==> src/rtl/gpio_pkg.sv <==
// gpio_pkg -- shared widths and FSM state type for the GPIO input conditioner.
package gpio_pkg;

    localparam int SW_WIDTH   = 18;  // board switch count
    localparam int GPIO_WIDTH = 32;  // CPU GPIO input word
    localparam int CNT_WIDTH  = 16;  // debounce counter width

    // Debounce FSM: IDLE while the sample matches the committed word,
    // COUNT while a different candidate word is being qualified.
    typedef enum logic {
        IDLE  = 1'b0,
        COUNT = 1'b1
    } state_t;

endpackage : gpio_pkg

==> src/rtl/gpio_in_conditioner_sync_chain.sv <==
// sync_chain -- STAGES-deep flop chain that brings an asynchronous bus into
// the clk domain. No logic may be placed between the stages.
module sync_chain #(
    parameter int WIDTH  = 1,
    parameter int STAGES = 2
) (
    input  logic             clk,
    input  logic             rst,
    input  logic [WIDTH-1:0] d,
    output logic [WIDTH-1:0] q
);

    logic [WIDTH-1:0] stage [STAGES];

    // Shift the raw level one stage deeper on every clock.
    always_ff @(posedge clk or posedge rst) begin
        if (rst) begin
            for (int i = 0; i < STAGES; i++) begin
                stage[i] <= '0;
            end
        end else begin
            // NOTE: non-blocking assignments make each stage take its
            // predecessor's old value; blocking ones would collapse the
            // chain into a single flop.
            stage[0] <= d;
            for (int i = 1; i < STAGES; i++) begin
                stage[i] <= stage[i-1];
            end
        end
    end

    assign q = stage[STAGES-1];

endmodule : sync_chain

==> src/rtl/gpio_in_conditioner.sv <==
// gpio_in_conditioner -- synchronizes and debounces the 18 board switches
// into a 32-bit GPIO input word. A new switch word is committed atomically
// only after DEBOUNCE_CYCLES consecutive identical synchronized samples.
// Optional feature macro: GPIO_IN_CHANGE_EN adds a sticky chg_flag that
// sets on every commit that changes the word and is cleared by chg_ack.
// Legal parameters: SYNC_STAGES 2..4, DEBOUNCE_CYCLES 2..65535.
module gpio_in_conditioner
    import gpio_pkg::*;
#(
    parameter int SYNC_STAGES     = 2,
    parameter int DEBOUNCE_CYCLES = 4
) (
    input  logic                  clk,
    input  logic                  rst,
    input  logic [SW_WIDTH-1:0]   sw_raw,
    output logic [GPIO_WIDTH-1:0] GPIO_in
`ifdef GPIO_IN_CHANGE_EN
    ,
    output logic                  chg_flag,
    input  logic                  chg_ack
`endif
);

    localparam logic [CNT_WIDTH-1:0] CNT_DONE = CNT_WIDTH'(DEBOUNCE_CYCLES);

    logic [SW_WIDTH-1:0]  s;          // synchronized sample
    logic [SW_WIDTH-1:0]  candidate;  // word being qualified
    logic [SW_WIDTH-1:0]  stable;     // committed word
    logic [CNT_WIDTH-1:0] cnt;        // identical samples seen so far
    state_t               state;
    logic                 commit;

    sync_chain #(
        .WIDTH  (SW_WIDTH),
        .STAGES (SYNC_STAGES)
    ) u_sync (
        .clk (clk),
        .rst (rst),
        .d   (sw_raw),
        .q   (s)
    );

    // The candidate has been seen DEBOUNCE_CYCLES times and is still present.
    assign commit = (state == COUNT) && (s == candidate) && (cnt == CNT_DONE);

    // Debounce FSM: qualify a candidate word, then commit it as one word.
    always_ff @(posedge clk or posedge rst) begin
        if (rst) begin
            state     <= IDLE;
            candidate <= '0;
            stable    <= '0;
            cnt       <= '0;
        end else begin
            case (state)
                IDLE: begin
                    if (s != stable) begin
                        candidate <= s;
                        cnt       <= CNT_WIDTH'(1);
                        state     <= COUNT;
                    end else begin
                        cnt <= '0;
                    end
                end
                COUNT: begin
                    if (s == candidate) begin
                        if (commit) begin
                            stable <= candidate;
                            cnt    <= '0;
                            state  <= IDLE;
                        end else begin
                            cnt <= cnt + 1'b1;
                        end
                    end else if (s == stable) begin
                        // Bounce died out before qualifying: drop it.
                        cnt   <= '0;
                        state <= IDLE;
                    end else begin
                        // A different new word: restart qualification on it.
                        candidate <= s;
                        cnt       <= CNT_WIDTH'(1);
                    end
                end
                default: begin
                    state <= IDLE;
                    cnt   <= '0;
                end
            endcase
        end
    end

    assign GPIO_in = {{(GPIO_WIDTH - SW_WIDTH){1'b0}}, stable};

`ifdef GPIO_IN_CHANGE_EN
    // Sticky change flag: a changing commit wins over a coincident ack.
    always_ff @(posedge clk or posedge rst) begin
        if (rst) begin
            chg_flag <= 1'b0;
        end else if (commit && (candidate != stable)) begin
            chg_flag <= 1'b1;
        end else if (chg_ack) begin
            chg_flag <= 1'b0;
        end
    end
`endif

endmodule : gpio_in_conditioner
==> config.mk <==
export PLATFORM = sky130hd
export DESIGN_NAME = gpio_in_conditioner
export DESIGN_NICKNAME = d
export VERILOG_FILES = /design/src/rtl/gpio_pkg.sv /design/src/rtl/gpio_in_conditioner_sync_chain.sv /design/src/rtl/gpio_in_conditioner.sv
export SDC_FILE = /design/constraint.sdc
export NUM_CORES = 1
export LEC_CHECK = 0
export ABC_AREA = 0
export CORE_MARGIN = 2
export CORE_UTILIZATION = 40
export DETAILED_ROUTE_END_ITERATION = 16
export GPL_TIMING_DRIVEN = 0
export PLACE_DENSITY = 0.68
export SYNTH_ARGS = -nofsm -noshare
export SYNTH_HDL_FRONTEND = slang
export SYNTH_SLANG_ARGS = --single-unit
==> constraint.sdc <==
create_clock -name clk -period 7.9 [get_ports clk]
set_input_delay 1.58 -clock clk [delete_from_list [all_inputs] [get_ports clk]]
set_output_delay 1.58 -clock clk [all_outputs]
set_load 0.005 [all_outputs]
Word level (Yosys, flattened, before mapping). Index checks and enable logic that the tools add are counted.

Bits in registers: 89. Input bits: 20. Word-level logic and storage cells: 33. Output and inout port bits: 32.

$add $sub $neg: 1. Mux-type cells: 14. Reduce and logical (&&, ||, !) cells: 4. Eq/ne operators: 7. Bitwise operators: 1.

Operator list (number): $mux W18 (3); $eq A18 B18 Y1 (2); $pmux W18 S2 (1); $mux W16 (2); $pmux W16 S2 (1); $ne A18 B18 Y1 (1); $add A16 B1 Y16 const B (1); $eq A16 B3 Y1 const B (1); $mux W1 (6); $ne A2 B2 Y1 const B (3); $reduce_and A3 Y1 (2); $logic_and A1 B1 Y1 (2); $pmux W1 S2 (1); $not A1 Y1 (1).

Depth between registers and ports, before layout. Gate-level depths: netlist of run 1.

Depth after elaboration: 6. Gate-level depth with buffers: 8. Depth with buffers taken out: 6.

Cells and area by module. Synthesis of run 1 repeated with hierarchy kept, for this count alone.

Cells, all modules: 282. Area, all modules: 3774.9 µm².

Modules (own cells, without submodules): gpio_in_conditioner (area an instance 2735.1 µm², cells each 227, seq. area each 1326.3 µm², instances 1); sync_chain (area an instance 1039.7 µm², cells each 55, seq. area each 900.9 µm², instances 1).

Worst setup path before layout of run 1. No wires, ideal clock.

Kind: reg-to-output. Start point: register stable[17]. End point: output GPIO_in[17]. Buffers on the path: 0. Arrival time: 382 ps. Required time: 6320 ps. Path slack: 5938 ps. Cell stages (with the launch flop): 1. Cell sequence: dfrtp_1.

RTL lines: start: declaration (RTL line gpio_in_conditioner.sv:28) `logic [SW_WIDTH-1:0] stable;`; start signal: assignment (RTL line gpio_in_conditioner.sv:67) `stable <= candidate;`; end: declaration (RTL line gpio_in_conditioner.sv:16) `output logic [GPIO_WIDTH-1:0] GPIO_in`.

No word-level cell between the ends.

Final worst setup path of run 1.
Start point: register stable[4]. End point: output GPIO_in[4].

No word-level cell between the ends.

==> impl_metrics.py, run 1 <==
metrics = {
    "floorplan": {
        "die-area_sq_um": 9833,
        "io_pins": 52,
        "core_area_sq_um": 8763,
        "die_w_um": 99.16,
        "initial_core_util_pct": 41.33,
        "rows": 34,
        "fp.dieH_um": 99.16,
    },
    "route": {
        "drt_iter0_drc": 59,
        "avgViaCountPerCell": 4.631,
        "drt-wirelength-per-cell_um": 13.50,
        "vias": 2033,
        "drc": 0,
        "ant_nets": 0,
        "routed_wl_um": 5928,
        "dr.pass1.iters": 4,
    },
    "global_route": {
        "grt-ovfl-total": 0,
        "grt_util_met1_pct": 18.24,
        "grt.busiest_layer": "met2",
        "grt_pass1_wl_um": 10210,
        "grt.total_usage_pct": 13.31,
        "grtUsageMet2_pct": 20.37,
        "grt_antenna_before_repair": 0,
        "grt_pass1_vias": 2109,
        "gr-usage-met3_pct": 4.146,
        "grt_max_degree": 67,
    },
    "cells_and_area": {
        "drive_above_1_share_pct": 21.15,
        "final_cells": 439,
        "fin_nets": 349,
        "area_delta_synth_final_pct": 20.90,
        "n_antenna_cell": 0,
    },
    "power": {
        "internal_power_mw": 0.6262,
        "pwr-share-seq_pct": 59.7,
        "leakage_nw": 1.890,
        "switching_share_pct": 22.02,
        "clockPowerShare_pct": 34.5,
        "power.net_switching_mw": 0.1768,
        "cellPowerDensity_nw_per_um2": 183.4,
        "peakVddDrop_v": 0.00009389,
        "comb_power_share_pct": 5.7,
    },
    "critical_path": {
        "path_cells": "clkdlybuf4s50_1",
        "critPathKind": "flip-flop to primary output",
        "required_ns": 6.32,
        "cp-start-kind": "flip-flop",
        "crit_family": "buffers and inverters",
        "slowest_stage": "clkdlybuf4s50_1",
        "cp.arrival_ns": 1.29,
        "worstPathMaxFanout": 3,
        "cp_num_buf_inv": 1,
        "critPathMaxStageDelay_ns": 0.53,
        "end_kind": "primary output",
    },
    "sta": {
        "max-slew-margin-rel_pct": 65.15,
        "clock.fmax_ghz": 0.3488,
        "fin_crit_sh_pct": 36.29,
        "finalClockSkew_ns": 0.01243,
        "hold_viol_final": 0,
        "finalCriticalPeriod_ns": 2.867,
        "rsz0062_at_grt": "false",
        "worst_pin_slew_ns": 0.5215,
        "report.final.slew_viol_count": 0,
        "setup_violations": 0,
        "fin_tns_setup_ns": 0,
    },
    "clock_tree": {
        "clock-sinks": 89,
        "postCtsSetupBuffers": 0,
        "clk_pin_slew_ns": 0.08,
        "cts_buffer_depth": 2,
        "cts_resized": 0,
        "cts_buffers": 9,
        "htreeDepth": 3,
        "clkLatencyLatePin_ns": 0.35,
        "cts-root-buf": "clkbuf_8",
        "hold_buffers": 0,
        "cts_tree": "built",
    },
    "synthesis": {
        "synth_seq_cells": 89,
        "synthCells": 265,
        "syn_avg_cell_area_sq_um": 13.67,
        "synth_top_cell_area_share_pct": 61.49,
        "synth.distinct_cells": 21,
        "synth_edf_count": 0,
        "synth_ff_type": "dfrtp_1",
        "yosysTopAreaCell": "dfrtp_1",
        "synth_area_leaders": "dfrtp_1, xnor2_1, mux2_2",
        "syn_area_sq_um": 3622,
        "async_flop_share_pct": 100.0,
        "ys_seq_area_share_pct": 61.49,
        "synth-warning-count": 0,
    },
    "placed_design": {
        "port_buffers": 37,
        "placed_cells": 424,
        "post-dp-hpwl_um": 4156,
        "gp_congestion": 0.7478,
    },
    "run_status": {
        "status": "complete, no violations",
    },
    "min_path": {
        "hp-class": "flip-flop to flip-flop",
    },
    "job": {
        "maxCapViolations": 0,
    },
}
==> metrics by stage <==
stage                     utilization, %  setup WS, ns  hold slack (ns)  total power, mW  instance area [sq um]
final                              49.97         5.033           0.3518           0.8030                   4379
after global routing               49.97         4.964           0.3592           0.8405                   4379
after CTS                          49.97         5.016           0.3535           0.8138                   4379
after detailed placement           48.00         5.342           0.3347           0.5359                   4207
after global placement             47.66         2.705           0.3317           0.5325                   4177
after floorplan                        -         4.013           0.3312           0.5164                   3671
==> final timing paths <==
check | slack, ns | cells after the start | to | start
max in group asynchronous | 5.74 | 3 | cnt[6] | rst
setup / recovery | 5.03 | 1 | GPIO_in[4] | stable[4]
hold / removal | 0.35 | 0 | u_sync.q[3] | u_sync.stage[21]
hold reg to reg | 0.35 | 0 | u_sync.q[3] | u_sync.stage[21]
min in group asynchronous | 1.55 | 2 | state | rst
setup reg to reg | 5.41 | 7 | candidate[13] | u_sync.q[8]
==> synth_stat cells (all sizes together) (4+ instances only) <==
master / count
dfrtp: 89
nor4: 4
inv: 6
xnor2: 37
xor2: 13
buf: 17
nand3: 10
nand4: 13
nor2: 21
mux2: 37
nand2: 8
==> cells by family (layout without fill, tap and decap cells) <==
logic type	Yosys count	count (layout)	synth area share (%)
XOR/XNOR	50	50	12.09
adder cells (fa/ha/maj)	2	2	0.6907
buffers and inverters	23	76	4.352
flip-flops	89	89	61.49
multiplexers	37	37	12.54
other	1	14	0.1035
AND/OR/NAND/NOR	63	63	8.739
==> placed cells by master, fill, tap and decap left out, types with 2 or more instances in the layout <==
cell type / Yosys / routed
dfrtp_1: 89 / 89
xnor2_1: 37 / 37
clkdlybuf4s50_1: 0 / 37
mux2_2: 27 / 27
nor2_1: 21 / 21
buf_4: 15 / 15
conb_1: 1 / 14
nand4_1: 13 / 13
xor2_1: 13 / 13
clkbuf_8: 0 / 11
nand3_1: 10 / 10
mux2_4: 10 / 10
nand2_1: 8 / 8
inv_1: 6 / 5
nor4_1: 4 / 4
and2_1: 2 / 2
buf_6: 2 / 2
ha_1: 2 / 2
clkbuf_1: 0 / 2
==> sequential cells by signal (all words and copies together), names as in the netlist <==
signal / count
cnt: 16
state: 1
candidate: 18
stable: 18
u_sync.q: 18
u_sync.stage: 18
==> power groups by stage <==
stage / clock (mW) / sequential (mW) / combinational (mW)
2_1_floorplan: 0 / 0.487 / 0.0299
3_3_place_gp: 0 / 0.488 / 0.0442
3_5_place_dp: 0 / 0.489 / 0.0470
4_1_cts: 0.287 / 0.480 / 0.0471
5_1_grt: 0.307 / 0.482 / 0.0517
6_report: 0.277 / 0.480 / 0.0459
==> metal layers <==
metal	wire length [um]	share of wire (%)	vias to the layer above
li1	-	-	982
met5	0	0	-
met2	2829	48	39
met4	65	1.1	0
met3	247	4.2	7
met1	2785	47	1005
==> cell type report <==
class                   count  area [sq um]
clock inverters             2         13.76
inverters                   6         25.02
multi-input cells         166          1286
plain buffers              17         135.1
fillers                   782          4384
clock buffers              13         158.9
well taps                 108         135.1
flip-flops and latches     89          2227
repair buffers             38         397.9
Note: power is estimated with default switching activity, not from simulation.
==> run 2: changes to the inputs <==
==> constraint.sdc (replaced) <==
create_clock -name clk -period 2.96 [get_ports clk]
set_input_delay 0.592 -clock clk [delete_from_list [all_inputs] [get_ports clk]]
set_output_delay 0.592 -clock clk [all_outputs]
set_load 0.005 [all_outputs]
==> results of run 2 <==
The final DEF is identical to that of run 1. Status: complete, no violations.
Among the figures that moved: setup slack after placement 5.342 ns -> 0.5049 ns; setup slack after layout 5.033 ns -> 0.4684 ns; start point of the critical path stable[4] -> u_sync.q[8]; end point of the critical path GPIO_in[4] -> candidate[13]; register-to-register setup slack 5.41 ns -> 0.47 ns; total power 0.8030 mW -> 2.143 mW; worst IR drop on VDD 0.00009389 V -> 0.0002506 V
==> run 3: changes to the inputs <==
==> constraint.sdc (replaced) <==
create_clock -name clk -period 2.5 [get_ports clk]
set_input_delay 0.5 -clock clk [delete_from_list [all_inputs] [get_ports clk]]
set_output_delay 0.5 -clock clk [all_outputs]
set_load 0.005 [all_outputs]
==> run 3 against run 2 <==
Against the previous run: via count decreased by 0.64%; global-route usage decreased by 0.52 points; utilization increased by 0.44 points; first-iteration DRC count decreased by 20%; register-to-register slack got worse by 0.21 ns; sequential cell count unchanged; critical path type unchanged; largest power group unchanged.
==> impl_metrics.py, run 3 (synthesized netlist as in run 1, its figures left out) <==
metrics = {
    "global_route": {
        "grt_pass1_wl_um": 9811,
        "grt_pass1_vias": 2029,
        "grt_antenna_before_repair": 0,
        "grt_max_degree": 45,
        "grt-ovfl-total": 0,
        "grt.total_usage_pct": 12.79,
    },
    "clock_tree": {
        "cts_buffer_depth": 2,
        "cts_tree": "built",
        "clock-sinks": 89,
        "htreeDepth": 3,
        "cts-root-buf": "clkbuf_8",
        "cts_buffers": 9,
        "clk_pin_slew_ns": 0.09,
        "postCtsSetupBuffers": 0,
        "clkLatencyLatePin_ns": 0.34,
    },
    "floorplan": {
        "core_area_sq_um": 8763,
        "initial_core_util_pct": 41.33,
        "rows": 34,
        "io_pins": 52,
        "die-area_sq_um": 9833,
        "fp.dieH_um": 99.16,
        "die_w_um": 99.16,
    },
    "sta": {
        "report.final.slew_viol_count": 0,
        "setup_violations": 0,
        "hold_viol_final": 0,
        "finalClockSkew_ns": 0.008948,
        "rsz0062_at_grt": "false",
        "finalCriticalPeriod_ns": 2.243,
        "fin_crit_sh_pct": 89.70,
        "fin_tns_setup_ns": 0,
        "clock.fmax_ghz": 0.4459,
        "fin_ws_ns": 0.2574,
    },
    "critical_path": {
        "critPathLaunch": "u_sync.q[13]",
        "end_kind": "flip-flop",
        "reg2reg_depth": 7,
        "reg2reg_to": "candidate[13]",
        "critPathKind": "flip-flop to flip-flop",
        "cp-start-kind": "flip-flop",
        "cp.arrival_ns": 2.48,
        "required_ns": 2.74,
        "r2r_start": "u_sync.q[13]",
        "reg2reg_slack_ns": 0.26,
        "worstPathMaxFanout": 10,
    },
    "route": {
        "drc": 0,
        "vias": 2020,
        "avgViaCountPerCell": 4.580,
        "routed_wl_um": 5879,
        "drt_iter0_drc": 47,
        "dr.pass1.iters": 4,
        "drt-wirelength-per-cell_um": 13.33,
        "ant_nets": 0,
    },
    "min_path": {
        "min-delay-start": "u_sync.stage[22]",
        "hold_end": "u_sync.q[4]",
        "hp-class": "flip-flop to flip-flop",
        "hold_path_depth": 0,
    },
    "cells_and_area": {
        "nFillCells": 785,
        "fin_util_pct": 50.41,
        "drive_above_1_share_pct": 22.22,
        "fin_nets": 350,
        "n_antenna_cell": 0,
        "final_cells": 441,
        "layout.cells.most_common": "dfrtp_1",
        "layout_common_cells": "dfrtp_1, xnor2_1, clkdlybuf4s50_1",
        "area_delta_synth_final_pct": 21.97,
    },
    "power": {
        "switching_share_pct": 22.28,
        "clockPowerShare_pct": 36.5,
        "cellPowerDensity_nw_per_um2": 592.4,
        "power_mw": 2.617,
        "pwr-share-seq_pct": 57.9,
        "peakVddDrop_v": 0.0004087,
        "power.net_switching_mw": 0.5830,
        "comb_power_share_pct": 5.6,
        "leakage_nw": 1.895,
        "internal_power_mw": 2.034,
    },
    "job": {
        "maxCapViolations": 0,
    },
    "placed_design": {
        "placed_cells": 425,
        "place_ws_ns": 0.08926,
        "port_buffers": 37,
        "gp_congestion": 0.7258,
        "post-dp-hpwl_um": 4224,
    },
    "run_status": {
        "status": "complete, no violations",
    },
}
-- run 3: final cells by class --
type	instances	area (sq um)	share of cell area [%]
Buffer	17	135.1	3.059
Clock buffer	10	127.6	2.889
Clock inverter	6	67.56	1.529
Inverter	6	26.28	0.5947
Multi-Input combinational cell	166	1289	29.17
Sequential cell	89	2227	50.41
Tap cell	108	135.1	3.059
Timing Repair Buffer	39	410.4	9.289
-- run 3: how the worst max path moves through the flow --
| stage | end | slack (ns) | depth (start not counted) |
|---|---|---|---|
| 6_report | candidate[13] | 0.26 | 7 |
| 5_1_grt | candidate[7] | 0.07 | 7 |
| 4_1_cts | candidate[9] | 0.07 | 7 |
| 3_5_place_dp | candidate[13] | 0.09 | 7 |
| 3_3_place_gp | stable[5] | 0.05 | 2 |
| 2_1_floorplan | candidate[10] | 0.59 | 7 |
-- run 3: stage by stage --
| stage | instance area (sq um) | hold WS, ns |
|---|---|---|
| 2_1_floorplan | 3675 | 0.3312 |
| 3_3_place_gp | 4180 | 0.3314 |
| 3_5_place_dp | 4220 | 0.3347 |
| 4_1_cts | 4415 | 0.3564 |
| 5_1_grt | 4418 | 0.3587 |
| 6_report | 4418 | 0.3539 |
-- run 3: routing by layer --
layer  vias up  track usage (%)  part of all wire [%]
li1        987                -                     -
met1       995            16.99                    46
met2        32            20.43                    49
met3         6            3.865                   3.3
met4         0            3.793                   1.3
met5         -                0                     0
-- run 3: worst max-delay path: stages (launching register included) --
cell and delay (ns):
dfrtp_1 0.42, xnor2_1 0.17, nand4_1 0.16, nor3_2 0.32, nand2_1 0.16, nand2_2 0.26, buf_4 0.27, mux2_2 0.36
-- run 3: timing repair --
| action | 4_1_cts | 5_1_grt |
|---|---|---|
| setup endpoints to repair | 0 | 9 |
| hold buffers | 0 | 0 |
| resized for setup | 0 | 1 |
-- run 3: power by group through the flow --
| stage | combinational [mW] | clock [mW] | sequential (mW) |
|---|---|---|---|
| final | 0.146 | 0.954 | 1.52 |
| after global routing | 0.164 | 1.06 | 1.52 |
| after CTS | 0.150 | 0.992 | 1.52 |
| after detailed placement | 0.150 | 0 | 1.55 |
| after global placement | 0.140 | 0 | 1.54 |
| after floorplan | 0.0947 | 0 | 1.54 |
